`src/rtl/evr_pkg.sv`:
```
// Shared constants and event decoding for the event-receiver timestamp blocks.
package evr_pkg;

  // Default event codes carried on the 8-bit event stream
  localparam logic [7:0] EVT_CODE_NONE  = 8'h00;
  localparam logic [7:0] EVT_CODE_ZERO  = 8'h70;
  localparam logic [7:0] EVT_CODE_ONE   = 8'h71;
  localparam logic [7:0] EVT_CODE_LATCH = 8'h7D;

  // Width of the saturating bad-latch counter
  localparam int ERRCNT_WIDTH = 16;

  // Classified meaning of one event-stream cycle
  typedef enum logic [1:0] {
    EvNone,
    EvZero,
    EvOne,
    EvLatch
  } evtKind_e;

  // Map a raw event code onto its meaning; the codes are passed in so that
  // per-instance parameter overrides are honoured.
  function automatic evtKind_e decodeEvent(input logic [7:0] code,
                                           input logic [7:0] zeroCode,
                                           input logic [7:0] oneCode,
                                           input logic [7:0] latchCode);
    evtKind_e kind;
    kind = EvNone;
    if (code == zeroCode) begin
      kind = EvZero;
    end else if (code == oneCode) begin
      kind = EvOne;
    end else if (code == latchCode) begin
      kind = EvLatch;
    end
    return kind;
  endfunction

endpackage

```
`src/rtl/evr_delay_line.sv`:
```
// Fixed-latency register pipeline; DEPTH=0 degenerates to a wire.
module evr_delay_line #(
  parameter int WIDTH = 1,
  parameter int DEPTH = 2
) (
  input  logic             Clock,
  input  logic             Reset,
  input  logic [WIDTH-1:0] din,
  output logic [WIDTH-1:0] dout
);

  generate
    if (DEPTH == 0) begin : gWire
      // Clock and Reset are intentionally unused when there is no pipeline
      logic unusedInputs;
      assign unusedInputs = Clock ^ Reset;
      assign dout = din;
    end else begin : gPipe
      logic [WIDTH-1:0] stages [DEPTH];

      // Shift the input through DEPTH stages, clearing every stage on reset
      always_ff @(posedge Clock) begin
        // NOTE: registers are written with <= so every stage samples the
        // value its neighbour held before this edge, not the new one.
        if (Reset) begin
          // NOTE: each stage is reset explicitly because a stale timestamp
          // must never leak out after Reset; storage that is not observable
          // before being rewritten would normally be left unreset.
          for (int i = 0; i < DEPTH; i++) begin
            stages[i] <= '0;
          end
        end else begin
          stages[0] <= din;
          for (int i = 1; i < DEPTH; i++) begin
            stages[i] <= stages[i-1];
          end
        end
      end

      assign dout = stages[DEPTH-1];
    end
  endgenerate

endmodule

```
`src/rtl/evr_tod_receiver.sv`:
```
// Time-of-day receiver: assembles a serial seconds word from data events,
// loads it into a free-running {seconds, ticks} register on a latch event,
// and presents the time through a fixed-latency output pipeline.
module evr_tod_receiver
  import evr_pkg::*;
#(
  parameter int         SEC_WIDTH      = 32,
  parameter int         FRAC_WIDTH     = 32,
  parameter int         FRAC_MAX       = 0,
  parameter int         DLY_DEPTH      = 2,
  parameter int         TIMEOUT_CYCLES = 0,
  parameter logic [7:0] EVT_ZERO       = EVT_CODE_ZERO,
  parameter logic [7:0] EVT_ONE        = EVT_CODE_ONE,
  parameter logic [7:0] EVT_LATCH      = EVT_CODE_LATCH
) (
  input  logic                          Clock,
  input  logic                          Reset,
  input  logic [7:0]                    EventStream,
  output logic [SEC_WIDTH+FRAC_WIDTH-1:0] TimeStamp,
  output logic                          TimeValid,
  output logic                          LatchStrobe,
  output logic [ERRCNT_WIDTH-1:0]       ErrorCount,
  output logic [5:0]                    BitCount
);

  localparam int TW = SEC_WIDTH + FRAC_WIDTH;

  // Bit count meaning "exactly one full seconds word received"
  localparam logic [5:0] BIT_FULL = 6'(SEC_WIDTH);
  // Saturation value of the bit count; flags an over-long burst
  localparam logic [5:0] BIT_SAT  = 6'(SEC_WIDTH + 1);
  // Last tick value before the seconds field advances
  localparam logic [FRAC_WIDTH-1:0] FRAC_LAST =
    FRAC_WIDTH'(FRAC_MAX == 0 ? 0 : FRAC_MAX - 1);
  // Timeout counter value at which valid is dropped on the next edge
  localparam logic [31:0] TO_LAST =
    32'(TIMEOUT_CYCLES == 0 ? 0 : TIMEOUT_CYCLES - 1);

  evtKind_e              evtKind;
  logic                  isData;
  logic                  isLatch;
  logic                  goodLatch;
  logic                  badLatch;

  logic [SEC_WIDTH-1:0]  shiftReg;
  logic [5:0]            bitCnt;
  logic [TW-1:0]         timeReg;
  logic [TW-1:0]         timeNext;
  logic                  validReg;
  logic                  strobeReg;
  logic [31:0]           toCnt;
  logic [ERRCNT_WIDTH-1:0] errCnt;

  logic [SEC_WIDTH-1:0]  seconds;
  logic [FRAC_WIDTH-1:0] ticks;
  logic [TW+1:0]         dlyOut;

  assign seconds = timeReg[TW-1:FRAC_WIDTH];
  assign ticks   = timeReg[FRAC_WIDTH-1:0];

  // Classify the current event and judge whether a latch is good
  always_comb begin
    // NOTE: every signal assigned here gets a value on every path first, so
    // no storage is implied for a combinational block.
    evtKind   = decodeEvent(EventStream, EVT_ZERO, EVT_ONE, EVT_LATCH);
    isData    = (evtKind == EvZero) || (evtKind == EvOne);
    isLatch   = (evtKind == EvLatch);
    goodLatch = isLatch && (bitCnt == BIT_FULL);
    badLatch  = isLatch && (bitCnt != BIT_FULL);
  end

  // Next time value: a good latch wins over tick rollover and plain increment
  always_comb begin
    timeNext = timeReg + TW'(1);
    if (FRAC_MAX != 0) begin
      if (ticks == FRAC_LAST) begin
        timeNext = {seconds + SEC_WIDTH'(1), {FRAC_WIDTH{1'b0}}};
      end else begin
        timeNext = {seconds, ticks + FRAC_WIDTH'(1)};
      end
    end
    if (goodLatch) begin
      timeNext = {shiftReg, {FRAC_WIDTH{1'b0}}};
    end
  end

  // Serial seconds assembly; a latch of either kind restarts the word
  always_ff @(posedge Clock) begin
    if (Reset) begin
      shiftReg <= '0;
      bitCnt   <= '0;
    end else if (isLatch) begin
      shiftReg <= '0;
      bitCnt   <= '0;
    end else if (isData) begin
      // Shifting left keeps the first received bit heading for the MSB
      shiftReg <= (shiftReg << 1) | SEC_WIDTH'(evtKind == EvOne);
      if (bitCnt != BIT_SAT) begin
        bitCnt <= bitCnt + 6'd1;
      end
    end
  end

  // Free-running time register and the load strobe aligned with it
  always_ff @(posedge Clock) begin
    if (Reset) begin
      timeReg   <= '0;
      strobeReg <= 1'b0;
    end else begin
      timeReg   <= timeNext;
      strobeReg <= goodLatch;
    end
  end

  // Validity tracking: set by a good latch, dropped by a bad one or a timeout
  always_ff @(posedge Clock) begin
    if (Reset) begin
      validReg <= 1'b0;
      toCnt    <= '0;
    end else if (goodLatch) begin
      validReg <= 1'b1;
      toCnt    <= '0;
    end else if (badLatch) begin
      validReg <= 1'b0;
    end else if (validReg) begin
      if ((TIMEOUT_CYCLES != 0) && (toCnt == TO_LAST)) begin
        validReg <= 1'b0;
      end
      if (toCnt != '1) begin
        toCnt <= toCnt + 32'd1;
      end
    end
  end

  // Saturating count of bad latches
  always_ff @(posedge Clock) begin
    if (Reset) begin
      errCnt <= '0;
    end else if (badLatch && (errCnt != '1)) begin
      errCnt <= errCnt + ERRCNT_WIDTH'(1);
    end
  end

  evr_delay_line #(
    .WIDTH (TW + 2),
    .DEPTH (DLY_DEPTH)
  ) uDelay (
    .Clock (Clock),
    .Reset (Reset),
    .din   ({validReg, strobeReg, timeReg}),
    .dout  (dlyOut)
  );

  assign {TimeValid, LatchStrobe, TimeStamp} = dlyOut;
  assign ErrorCount = errCnt;
  assign BitCount   = bitCnt;

endmodule

```
`config.mk`:
```
export PLATFORM = sky130hd
export DESIGN_NAME = evr_tod_receiver
export DESIGN_NICKNAME = d
export VERILOG_FILES = /design/src/rtl/evr_pkg.sv /design/src/rtl/evr_delay_line.sv /design/src/rtl/evr_tod_receiver.sv
export SDC_FILE = /design/constraint.sdc
export NUM_CORES = 1
export LEC_CHECK = 0
export BUFFER_PORTS_ARGS = -buffer_cell sky130_fd_sc_hd__buf_4
export CORE_MARGIN = 2
export CORE_UTILIZATION = 55
export CTS_BUF_LIST = sky130_fd_sc_hd__clkbuf_4 sky130_fd_sc_hd__clkbuf_8
export CTS_CLUSTER_SIZE = 8
export DETAILED_ROUTE_END_ITERATION = 16
export GPL_TIMING_DRIVEN = 0
export PLACE_DENSITY = 0.83
export SYNTH_ARGS = -nofsm -noshare
export SYNTH_HDL_FRONTEND = slang
export SYNTH_SLANG_ARGS = --single-unit
```
`constraint.sdc`:
```
create_clock -name Clock -period 3.1 [get_ports Clock]
set_clock_uncertainty 0.2 [all_clocks]
set_input_delay 0.465 -clock Clock [delete_from_list [all_inputs] [get_ports Clock]]
set_output_delay 0.465 -clock Clock [all_outputs]
set_load 0.01 [all_outputs]
```
* Word level (Yosys, flattened, before mapping) *
Memory sizes are Yosys's and may differ from the RTL's.
Cells that the tools add are included.

cells by class
  bitwise gates (word level) = 3
  equal/unequal tests = 10
  add/subtract/negate cells = 3
  reduce and logical (&&, ||, !) cells = 8
  muxes and demuxes = 11

operator list
  kind                                                             number
  66-bit 2-to-1 mux                                                2
  64-bit by 1-bit adder with 64-bit output, second input constant  1
  64-bit 2-to-1 mux                                                1
  32-bit by 1-bit bitwise OR with 32-bit output                    1
  8-bit by 7-bit == test with 1-bit output, second input constant  3
  16-bit by 1-bit adder with 16-bit output, second input constant  1
  16-bit inequality test, second input constant                    1
  6-bit inequality test, second input constant                     2
  6-bit by 1-bit adder with 6-bit output, second input constant    1
  6-bit == test, second input constant                             1
  2-bit 2-to-1 mux                                                 3
  1-bit 2-to-1 mux                                                 5
  2-bit == test, second input constant                             2
  2-bit OR reduction                                               2
  1-bit logical AND                                                3
  2-bit by 1-bit == test with 1-bit output, second input constant  1
  1-bit bitwise OR                                                 2
  2-bit AND reduction                                              1
  2-bit nonzero test                                               1
  1-bit logical OR                                                 1

word-level totals
  word-level logic and storage cells = 43
  memory bits (writable) = 132
  memories = 1
  input port bits = 10
  output and inout bits = 88
  bits in registers = 120

memory list
  name                 words  bits a word  rd ports  clocked after Yosys merged registers in  wr ports  RTL line              text
  uDelay.gPipe.stages  2      66           2         0                                        2         evr_delay_line.sv:19  logic [WIDTH-1:0] stages [DEPTH];

* Depth between registers and ports, before layout *
  depth after elaboration = 8
  gate-level depth with buffers = 11
  mapped depth without buffers = 10

* Modules after synthesis *
Synthesis repeated with hierarchy kept, for this count alone.

second synthesis, totals
  cells, all modules = 1022
  area, all modules = 9988.3 um2

modules (own cells, without submodules)
  module            instances  seq. area each (um2)  area an instance (um2)  cells an instance
  evr_tod_receiver  1          2402.3                5934.4                  678
  evr_delay_line    1          2642.5                4053.9                  344

* Least setup slack after synthesis *
Ideal clock, no wire load.

  path type = input port to flip-flop
  start = input EventStream[2]
  end = register shiftReg[11]
  path buffers = 2
  arrival = 2.267 ns
  stages = 7
  setup slack = 0.506 ns
  library setup time = 0.128 ns
  required time = 2.772 ns
  cells stage by stage = or3_1 a21o_1 ha_1 clkbuf_1 buf_1 mux2i_1 nor2_1

between the ends
  longest elaborated chain between the ends = 6
  elaborated cells on any way between the ends = 11
  classes of those cells = eq/ne (6); mux (3); reduce/logical (2)

ends and longest elaborated chain
  item                                                                     RTL line                text
  start, declared                                                          evr_tod_receiver.sv:18  input logic [7:0] EventStream,
  8-bit by 7-bit == test with 1-bit output                                 evr_pkg.sv:33           end else if (code == latchCode) begin
  2-bit 2-to-1 mux                                                         evr_pkg.sv:33
  2-bit 2-to-1 mux                                                         evr_pkg.sv:31           end else if (code == oneCode) begin
  2-bit 2-to-1 mux *                                                       evr_pkg.sv:29           if (code == zeroCode) begin
  2-bit == test (tied with other cells)                                    evr_tod_receiver.sv:67  isLatch = (evtKind == EvLatch);
  2-bit OR reduction (no source line) or 1-bit logical OR (tied branches)  n/a
  end signal, assigned                                                     evr_tod_receiver.sv:97  shiftReg <= (shiftReg << 1) | SEC_WIDTH'(evtKind == EvOne);
  end, declared                                                            evr_tod_receiver.sv:45  logic [SEC_WIDTH-1:0] shiftReg;

Every way passes the cells marked *; elsewhere a longest branch is shown, timed or not.
A chain may end at the register's enable or synchronous reset.

* Worst setup path after layout *
  start = register bitCnt[2] (netlist: BitCount[2])
  end = register timeReg[26]

between the ends
  longest elaborated chain between the ends = 3

ends and longest elaborated chain
  item                                 RTL line                 text
  start, declared                      evr_tod_receiver.sv:46   logic [5:0] bitCnt;
  start signal, assigned               evr_tod_receiver.sv:99   bitCnt <= bitCnt + 6'd1;
  6-bit == test                        evr_tod_receiver.sv:68   goodLatch = isLatch && (bitCnt == BIT_FULL);
  1-bit logical AND                    evr_tod_receiver.sv:68
  2-bit OR reduction (no source line)  n/a
  end signal, assigned                 evr_tod_receiver.sv:110  timeReg <= timeNext;
  end, declared                        evr_tod_receiver.sv:47   logic [TW-1:0] timeReg;

Every way passes these cells.

==> flow_summary.yaml <==
yosys:
  yosysSeqAreaShare_pct: 52.5
  synth_edf_count: 0
  synth_seq_cells: 252
  synth.distinct_cells: 48
  avgSynthCellArea_um2: 9.80
  yosysTopAreaCell: "dfxtp_1"
  synthesis.instances: 980
  async_reset_ff_share_pct: 0
  syn-num-nets: 997
  synth_area_mm2: 0.00961
  yosysTopAreaCellShare_pct: 52.5
  ys.flop_type: "dfxtp_1"
  synthTopCellsByArea: "dfxtp_1, nor2b_1, nor2_1, buf_4, mux2i_1"
  yosysWarnings: 0
power:
  powerDensity_mw_per_mm2: 534
  power.leakage_nw: 4.79
  finalPower_mw: 6.08
  vdd_drop_max_mv: 0.327
setup_path:
  cp.required_ns: 3.31
  reg2reg_depth: 6
  worstSetupPathType: "reg2reg"
  r2r_start: "BitCount[2]"
  crit_path_start_kind: "flop"
  r2r-end: "timeReg[26]"
  cp_slowest_cell: "nor4b_1"
  cp_max_fo: 10
  max_stage_delay_ns: 0.69
  end_kind: "flop"
  cp.arrival_ns: 3.12
  path_cells: "nor4b_1 > nand3_1 > nand2_1 > buf_2 > buf_1 > nor2_1"
  r2r_setup_slack_ns: 0.19
sta:
  fin_crit_ns: 2.91
  slew_headroom_pct: 42.8
  setup_viol: 0
  whs_ns: 0.219
  tns_ns: 0
  hold_viol_final: 0
  post-route-period-util_pct: 93.9
  finalMaxSlewViolations: 0
  fmax_ghz: 0.344
  worst_slew_pin_slew_ns: 0.850
  rsz0062_at_grt: "false"
layout:
  multi_input_area_mm2: 0.00385
  n_antenna_cell: 0
  final_nets: 1135
  seq_area_mm2: 0.00504
  fin_cells: 1363
  area_growth_pct: 18.4
  drive_above_1_share_pct: 20.7
  nFillCells: 1401
  final_cell_mix: "dfxtp_1, buf_4, nor2_1"
  final_common_cell: "dfxtp_1"
clocking:
  cts_buffers: 40
  post_cts_resize_count: 0
  htree_num_levels: 2
  postCtsSetupBuffers: 0
  cts_sinks: 252
  cts_tree: "done"
  hold_buffers: 0
  cts_root_buf: "clkbuf_8"
  clkLatencyLatePin_ns: 0.54
  clk_path_buf_depth: 3
  clk_pin_slew_ns: 0.06
die:
  rows: 48
  initial_utilization_pct: 55.9
  ioPinCount: 98
  die_x_um: 136
  dieHeight_um: 136
  dieArea_mm2: 0.0185
  core_area_mm2: 0.0172
global_routing:
  grt_pass1_vias: 6582
  use_met2_pct: 33.2
  grt_pass1_wl_um: 31500
  grt_max_degree: 11
  grt-ovfl-total: 0
  grt_use_met3_pct: 4.14
  grtUsageTotal_pct: 21.2
  grt-busiest-layer: "met2"
  antenna_found_initial: 0
  use_met1_pct: 28.5
worst_hold_path:
  holdPathStages: 1
  hold_start: "uDelay.gPipe.stages[0][40]"
  hp-class: "reg2reg"
  min_to: "uDelay.gPipe.stages[0][106]"
routing:
  wl_per_cell_um: 14.1
  viasPerCell: 5.25
  drt_first_pass_iters: 5
  antenna_left: 0
  drt_iter0_markers: 553
  drc: 0
  num_vias: 7150
  routed_wl_um: 19300
placement:
  globalplace.congestion: 0.937
  numPortBuffers: 96
  dp_hpwl_um: 13500
  dpl.cell_count: 1301
run_status:
  status: "completed"
job:
  max-cap-violations: 0
worst max path at each step:
stage / startpoint / to / slack (ns)
finish: BitCount[2] / timeReg[26] / 0.19
floorplan: EventStream[2] / shiftReg[11] / 0.51
global route: BitCount[2] / timeReg[20] / 0.01
global placement: EventStream[2] / timeReg[20] / 0.06
detailed placement: EventStream[2] / timeReg[20] / -0.006
CTS: BitCount[2] / timeReg[20] / 0.25
power by group:
group	switching (mW)	internal, mW
combinational	0.0851	0.0419
sequential	0.0147	3.26
clock	1.16	1.51
layer usage:
| layer | vias to the layer above | share of wire (%) | routed length [um] |
|---|---|---|---|
| met1 | 3264 | 44 | 8490 |
| met5 | - | 0 | 0 |
| li1 | 3558 | - | - |
| met2 | 284 | 45 | 8670 |
| met3 | 44 | 8.0 | 1550 |
| met4 | 0 | 3.0 | 569 |
cells by family after synthesis:
logic type / count (synthesis) / synth area share, %
compound gates: 67 / 5.24
xor+xnor: 54 / 4.92
fa+ha+maj: 7 / 0.912
buf+inv: 125 / 7.41
flops: 252 / 52.5
mux: 34 / 3.54
simple gates: 441 / 25.5
metrics by stage:
step           worst slack [ns]  instance area [um^2]  utilization, %
5_1_grt                  0.0122                 11400            66.2
2_1_floorplan             0.506                  9610               -
3_5_place_dp           -0.00551                 10600            61.8
6_report                  0.190                 11400            66.2
3_3_place_gp             0.0620                 10600            61.8
4_1_cts                   0.255                 11400            66.2
sequential cells by signal (all words and copies together) (netlist names):
register / cells
uDelay.gPipe.stages: 132
timeReg: 64
shiftReg: 32
ErrorCount: 16
BitCount: 6
strobeReg: 1
validReg: 1
critical path: cells and delay by family, from the launching register on:
family,cells,cell delay (ns)
buffers and inverters,2,0.72
flip-flops,1,0.35
AND/OR/NAND/NOR,4,1.51
layout make-up:
type	instances	share of cell area [%]
plain buffers	111	5.80
clock buffers	59	6.53
clock inverters	3	0.176
inverters	14	0.462
multi-input cells	603	33.9
flip-flops and latches	252	44.4
well taps	225	2.48
repair buffers	96	6.34
cells in the mapped netlist, types with 2 or more instances:
cell type and count:
dfxtp_1 252, nor2_1 130, nor2b_1 124, buf_4 64
clkbuf_1 39, nand2_1 35, mux2i_1 34, nand4_1 33
nand3_1 30, xnor2_1 28, xor2_1 26, a311oi_1 20
or4_1 20, o31ai_1 15, inv_1 14, nor4_1 14
or3_1 10, nor3_1 9, o21ai_0 8, a211oi_1 7
and4_1 7, ha_1 7, a21oi_1 6, and3_1 6
buf_1 6, and2_1 3, nor4_4 3, or2_2 3
a21o_1 2, buf_2 2, nand2b_1 2, nand4b_1 2
nor3b_1 2, nor4bb_1 2, o211ai_1 2
Power figures use the tool's default switching activity.
